File: config.mk
export PLATFORM = sky130hd
export DESIGN_NAME = awgn_channel
export DESIGN_NICKNAME = d
export VERILOG_FILES = /design/src/rtl/awgn_channel.sv
export SDC_FILE = /design/constraint.sdc
export NUM_CORES = 1
export LEC_CHECK = 0
export CORE_AREA = 2 2 219 221
export DETAILED_ROUTE_END_ITERATION = 10
export DIE_AREA = 0 0 221 223
export MAX_ROUTING_LAYER = met4
export PLACE_DENSITY = 0.6
export SLEW_MARGIN = 15
export SYNTH_ARGS = -nofsm -noshare
export SYNTH_HDL_FRONTEND = slang
export SYNTH_SLANG_ARGS = --single-unit
File: constraint.sdc
create_clock -name clk -period 12.4 [get_ports clk]
set_clock_uncertainty 0.2 [all_clocks]
set_input_delay 1.24 -clock clk [delete_from_list [all_inputs] [get_ports clk]]
set_output_delay 1.24 -clock clk [all_outputs]
set_load 0.01 [all_outputs]
File: src/rtl/awgn_channel.sv
`default_nettype none
// ============================================================================
// awgn_channel : buffers bm_rng noise pairs, scales by sigma, adds to signal
// Revision     : 1.0
// ============================================================================
module awgn_channel #(
  parameter int NOISE_DEPTH = 8,
  parameter int CNT_W       = 16
) (
  input  logic                             clk,
  input  logic                             reset,
  input  logic                             noise_valid,
  input  logic [15:0]                      noise_x0,
  input  logic [15:0]                      noise_x1,
  input  logic [15:0]                      sigma,
  input  logic                             in_valid,
  input  logic [15:0]                      in_data,
  output logic                             in_ready,
  output logic                             out_valid,
  output logic [15:0]                      out_data,
  output logic                             out_sat,
  input  logic                             out_ready,
  output logic [$clog2(NOISE_DEPTH):0]     noise_level,
  output logic [CNT_W-1:0]                 drop_count,
  output logic [CNT_W-1:0]                 sat_count
);

  localparam int PTR_W = $clog2(NOISE_DEPTH);
  localparam int LVL_W = PTR_W + 1;

  logic [15:0]       r_mem [NOISE_DEPTH];
  logic [PTR_W-1:0]  r_wr_ptr;
  logic [PTR_W-1:0]  r_rd_ptr;
  logic [LVL_W-1:0]  r_level;

  logic              r_s1_valid;
  logic [15:0]       r_s1_data;
  logic [15:0]       r_s1_noise;
  logic [15:0]       r_s1_sigma;

  logic              w_push;
  logic              w_pop;
  logic              w_adv1;
  logic              w_adv2;
  logic [PTR_W-1:0]  w_wr_ptr1;
  logic signed [32:0] w_prod;
  logic signed [32:0] w_sum;
  logic              w_sat_hi;
  logic              w_sat_lo;
  logic [15:0]       w_res;

  // Room for a whole pair is judged on the pre-pop level so pairs never split.
  assign w_push    = noise_valid && (r_level <= LVL_W'(NOISE_DEPTH - 2));
  assign w_adv2    = !out_valid || out_ready;
  assign w_adv1    = !r_s1_valid || w_adv2;
  assign in_ready  = (r_level != '0) && w_adv1;
  assign w_pop     = in_valid && in_ready;
  assign w_wr_ptr1 = r_wr_ptr + PTR_W'(1);

  assign noise_level = r_level;

  always_ff @(posedge clk) begin
    if (w_push) begin
      r_mem[r_wr_ptr]  <= noise_x0;
      r_mem[w_wr_ptr1] <= noise_x1;
    end
  end

  always_ff @(posedge clk) begin
    if (reset) begin
      r_wr_ptr   <= '0;
      r_rd_ptr   <= '0;
      r_level    <= '0;
      drop_count <= '0;
    end else begin
      if (w_push) begin
        r_wr_ptr <= r_wr_ptr + PTR_W'(2);
      end
      if (w_pop) begin
        r_rd_ptr <= r_rd_ptr + PTR_W'(1);
      end
      r_level <= r_level + LVL_W'(w_push ? 2 : 0) - LVL_W'(w_pop ? 1 : 0);
      if (noise_valid && !w_push && (drop_count != '1)) begin
        drop_count <= drop_count + CNT_W'(1);
      end
    end
  end

  // Stage 1: capture operands at the input handshake.
  always_ff @(posedge clk) begin
    if (reset) begin
      r_s1_valid <= 1'b0;
      r_s1_data  <= '0;
      r_s1_noise <= '0;
      r_s1_sigma <= '0;
    end else if (w_adv1) begin
      r_s1_valid <= w_pop;
      if (w_pop) begin
        r_s1_data  <= in_data;
        r_s1_noise <= r_mem[r_rd_ptr];
        r_s1_sigma <= sigma;
      end
    end
  end

  // The sum is kept at product width; its range never exceeds 20 bits,
  // so saturation against 16-bit limits behaves exactly as a 20-bit adder.
  assign w_prod   = $signed(r_s1_noise) * $signed({1'b0, r_s1_sigma});
  assign w_sum    = $signed({{17{r_s1_data[15]}}, r_s1_data}) + (w_prod >>> 14);
  assign w_sat_hi = w_sum > 33'sd32767;
  assign w_sat_lo = w_sum < -33'sd32768;
  assign w_res    = w_sat_hi ? 16'h7FFF : (w_sat_lo ? 16'h8000 : w_sum[15:0]);

  // Stage 2: saturated result held until accepted downstream.
  always_ff @(posedge clk) begin
    if (reset) begin
      out_valid <= 1'b0;
      out_data  <= '0;
      out_sat   <= 1'b0;
    end else if (w_adv2) begin
      out_valid <= r_s1_valid;
      if (r_s1_valid) begin
        out_data <= w_res;
        out_sat  <= w_sat_hi || w_sat_lo;
      end
    end
  end

  always_ff @(posedge clk) begin
    if (reset) begin
      sat_count <= '0;
    end else if (out_valid && out_ready && out_sat && (sat_count != '1)) begin
      sat_count <= sat_count + CNT_W'(1);
    end
  end

endmodule
`default_nettype wire
# After elaboration in Yosys (flattened, before gate mapping)
# Memories as Yosys holds them, arrays and structs flattened. A register that Yosys moved wholly into a read port is not among the register bits.
# Cells that the tools add are included.
[classes] n_reduce_logical=17 mux=6 addsub=8 order_cmp=3 multipliers=1 n_eq_ne=2
[ops] op="$mul 16x17->33" count=1
[ops] op="$add 16x1->16 const B" count=2
[ops] op="$mux 16" count=2
[ops] op="$ne 16x16->1 const B" count=2
[ops] op="$add 16x19->20" count=1
[ops] op="$gt 20x16->1 const B" count=1
[ops] op="$lt 20x16->1 const B" count=1
[ops] op="$logic_and 1x1->1" count=8
[ops] op="$add 3x1->3 const B" count=2
[ops] op="$add 4x2->4" count=1
[ops] op="$le 4x3->1 const B" count=1
[ops] op="$reduce_and 2->1" count=2
[ops] op="$reduce_bool 4->1" count=1
[ops] op="$sub 4x1->4" count=1
[ops] op="$add 3x2->3 const B" count=1
[ops] op="$logic_not 1->1" count=3
[ops] op="$logic_or 1x1->1" count=3
[ops] op="$mux 1" count=3
[ops] op="$mux 2" count=1
[word_totals] output_inout_bits=55 ramBits=128 input_bits=69 wordCells=49 regBits=93 mem_count=1
[mem_list] memory="r_mem" words=8 width=16 read_ports=1 rd_clocked_by_memory_dff=1 write_ports=2 line_no="31" text="logic [15:0] r_mem [NOISE_DEPTH];"

# Logic depth before layout (Yosys ltp)
[logic_depth] ltp_word=7 depth_mapped=33 ltp_nobuf=28

# Worst setup path before layout
# OpenSTA, ideal clock, no wires.
[synth_timing] path_kind="register -> register" start="register r_s1_noise[9], read port of r_mem" end="register out_data[10]" period_less_slack_ns=8.321 t_arrival_ns=7.979 path_stages_with_launch=33 path_slack_ns=4.079 path_buffers=4 required_ns=12.059 setup_ns=0.141 path_cell_list="dfxtp_1 > clkbuf_1 > clkbuf_1 > nand2_1 > fa_1 > inv_1 > fa_1 > inv_1 > fa_1 > inv_1 > fa_1 > fa_1 > inv_1 > fa_1 > inv_1 > ha_1 > clkbuf_1 > and3_1 > o21ai_0 > a21oi_1 > a211oi_4 > a211oi_1 > or4_1 > o311ai_1 > ha_1 > a21oi_2 > o21ai_0 > a211oi_1 > a2111oi_2 > a2bb2oi_2 > a41oi_2 > buf_4 > o32ai_2"
[synth_via] elab_chain_cells=5 elab_cells_between_ends=6 cone_classes="add/sub: 1; mul: 1; order compare: 2; mux: 2"
[synth_rtl] element="start, declared" line_no="38" text="logic [15:0] r_s1_noise;"
[synth_rtl] element="$mul 16x17->33 *" line_no="108" text="assign w_prod = $signed(r_s1_noise) * $signed({1'b0, r_s1_sigma});"
[synth_rtl] element="$add 16x19->20 *" line_no="109" text="assign w_sum = $signed({{17{r_s1_data[15]}}, r_s1_data}) + (w_prod >>> 14);"
[synth_rtl] element="$lt 20x16->1" line_no="111" text="assign w_sat_lo = w_sum < -33'sd32768;"
[synth_rtl] element="$mux 16" line_no="112" text="assign w_res = w_sat_hi ? 16'h7FFF : (w_sat_lo ? 16'h8000 : w_sum[15:0]);"
[synth_rtl] element="$mux 16 *" line_no="112"
[synth_rtl] element="end signal, assigned" line_no="123" text="out_data <= w_res;"
[synth_rtl] element="end, declared" line_no="20" text="output logic [15:0] out_data,"
# Every way passes the cells marked *; elsewhere a longest branch is shown, timed or not.
# A chain may end at the register's enable or synchronous reset.

# Final worst setup path
[layout_timing] start="register r_s1_sigma[5]" end="register out_data[13]"
[layout_via] elab_chain_cells=5 elab_cells_between_ends=6 cone_classes="add/sub: 1; mul: 1; order compare: 2; mux: 2"
[layout_rtl] element="start, declared" line_no="39" text="logic [15:0] r_s1_sigma;"
[layout_rtl] element="start signal, assigned" line_no="101" text="r_s1_sigma <= sigma;"
[layout_rtl] element="$mul 16x17->33 *" line_no="108"
[layout_rtl] element="$add 16x19->20 *" line_no="109"
[layout_rtl] element="$lt 20x16->1" line_no="111"
[layout_rtl] element="$mux 16" line_no="112"
[layout_rtl] element="$mux 16 *" line_no="112"
# Marks and branches as above.

==> results.cfg <==
[critical_path]
crit_path_end_kind = flip-flop
reg2reg_depth = 28
r2r_start = r_s1_sigma[5]
worstPathRequired_ns = 12.58
cp-start-kind = flip-flop
cp_max_fo = 17
rrSetupSlack_ns = 3.03
slowest_stage = dfxtp_1
crit_top_cell = fa_1
critPathMaxStageDelay_ns = 0.79
r2r-end = out_data[13]
crit_arrival_ns = 9.55
critical_path_class = flip-flop to flip-flop

[clocking]
hold_buffers = 0
insertion_delay_ns = 0.54
cts.sinks = 236
post_cts_resize_count = 0
cts_setup_buffers = 0
cts-buffers-inserted = 24
cts_buffer_depth = 3
cts_tree = done
clkTransAtPathRegs_ns = 0.07
htreeDepth = 1
cts_root_buf = clkbuf_16

[yosys]
synthArstFlopShare_pct = 0
synth-edff-count = 128
ys_types = 72
ys_warn_count = 0
synthTopCellsByCount = inv_1 (257), nand2_1 (233), fa_1 (195)
syn_area_um2 = 18600
netlist.area_leader.share_pct = 21.0
syn-instance-count = 1785
ys_seq_elements = 236
yosys.area.top_type = fa_1
yosys.cell_count.top_type = inv_1
ys.flop_type = edfxtp_1
avgSynthCellArea_um2 = 10.4
ys_seq_area_share_pct = 32.3
post_synth_main_area_contributors = fa_1 (21%), edfxtp_1 (21%), dfxtp_1 (12%), ha_1 (10%), inv_1 (5.2%)
synthesis.nets = 2200

[place]
placed_cell_area_um2 = 20400
dp.cells = 2459
detailedPlace.worstSlack_ns = 3.07
dpl.hpwl_um = 32400
portBuffers = 123
gp_congestion = 0.881

[floorplanning]
rows = 80
core-area_um2 = 47100
fp.dieH_um = 223
die_area_um2 = 49300
num_io_pins = 124
initial_core_util_pct = 39.4
die_w_um = 221

[global_routing]
grt_first_pass_wirelength_um = 71600
grt_max_degree = 77
grt_use_total_pct = 18.6
antenna_found_initial = 4
gr-total-overflow = 0
grt_pass1_vias = 13600

[sta]
grt_setup_unrepaired = false
finalCriticalPeriod_ns = 9.37
slew_headroom_pct = 38.6
holdWs_ns = 0.268
final-setup-viol-count = 0
fmax_mhz = 107
worstMarginPinSlew_ns = 0.921
period_share_pct = 75.6
tns_ns = 0
drv_slew = 0
hold_viol_final = 0
layout_setup_ws_ns = 3.03

[drt]
drc_errors = 0
wirelength_um = 43500
vias_per_cell = 5.09
ant_nets = 0
route.vias.total = 12800
wl_per_cell_um = 17.4
dr.pass1.iters = 6
drtIter0Drc = 597

[pwr]
p_per_area_nw_per_um2 = 183
max-vdd-ir-drop_uv = 147
power.total_mw = 3.88
leakage_nw = 9.02

[layout]
register_area_um2 = 6010
fin_nets = 2285
area_growth_pct = 14.0
multiInputGateArea_um2 = 11300
design_area_um2 = 21200
layout-drive-gt1-share_pct = 5.56
fin_cells = 2507
fillCellCount = 4425
finish.utilization_pct = 45.0

[run_status]
status = complete, no violations

[hold_path]
holdPathEnd = r_s1_data[3]
holdPathStages = 2
holdCritPathClass = flip-flop to flip-flop
hp-start = r_s1_data[3]

[flow_run]
cap_viol_max_count = 0
-- how the worst max path moves through the flow --
stage | from | end | slack, ns | cells after the start
after floorplan | r_s1_noise[9] | out_data[10] | 4.08 | 32
after global placement | r_s1_sigma[6] | out_data[13] | 3.26 | 28
after detailed placement | r_s1_sigma[5] | out_data[3] | 3.07 | 28
after CTS | r_s1_sigma[5] | out_data[3] | 3.03 | 28
after global routing | r_s1_sigma[6] | out_data[2] | 2.38 | 28
final | r_s1_sigma[5] | out_data[13] | 3.03 | 28
-- kinds of logic (layout without fill, tap and decap cells) --
logic type      Yosys count  after routing  synth area share, %
buf+inv                 334            437                 6.83
other cells               0              4                    0
fa+ha+maj               346            346                 31.2
xor+xnor                 63             63                 2.97
compound gates          193            193                 7.64
flops                   236            236                 32.3
simple gates            563            563                 14.3
mux                      50             50                 4.84
-- area by class of cell --
class                           instances  share of cell area, %
Timing Repair Buffer                  134                   6.19
Clock buffer                           35                   3.17
Antenna cell                            4                 0.0472
Inverter                              259                   4.59
Tap cell                              615                   3.63
Multi-Input combinational cell       1215                   53.4
Clock inverter                          9                  0.626
Sequential cell                       236                   28.3
-- critical path: cells and delay by family, from the launching register on --
family | cells | cell delay [ns]
AO/OA/AOI/OAI | 12 | 3.12
adder cells (fa/ha/maj) | 8 | 3.94
buffers and inverters | 5 | 0.27
flip-flops | 1 | 0.79
AND/OR/NAND/NOR | 3 | 0.89
-- registers in the layout, indices dropped and copies added, names as in the netlist --
signal,flops
drop_count,16
noise_level,4
out_data,16
out_sat,1
out_valid,1
r_mem,128
r_rd_ptr,3
r_s1_data,16
r_s1_noise,16
r_s1_sigma,16
r_s1_valid,1
r_wr_ptr,2
sat_count,16
-- report_power, final --
part	total, mW	switching [mW]	internal (mW)
sequential	1.15	0.208	0.945
combinational	1.99	1.16	0.836
clock	0.731	0.308	0.423
-- per-layer routing --
layer	part of all wire (%)	wire, µm	track usage, %
met1	44	19000	23.5
met5	0	0	-
met3	6.2	2720	3.42
met4	1.6	709	3.55
met2	49	21200	31.4
-- placed cells by master, fill, tap and decap left out, types with 10 or more instances in the layout --
master           Yosys  routed
inv_1              257     257
xnor2_1             29      29
edfxtp_1           128     128
xor2_1              34      34
a21oi_1             68      68
nand3_1             22      22
nor2_1             108     108
nand4_1             10      10
o21ai_0             16      16
nor3_1              10      10
and2_1             121     121
a21o_1              11      11
or3_1               13      13
clkdlybuf4s50_1      0     122
nand2_1            233     233
mux4_2              32      32
ha_1               151     151
dfxtp_1            108     107
a211oi_1            26      26
fa_1               195     195
buf_4                1      12
mux2i_1             18      18
clkbuf_16            0      24
and3_1              22      22
nand2b_1            10      10
(Power assumes the default switching activity.)
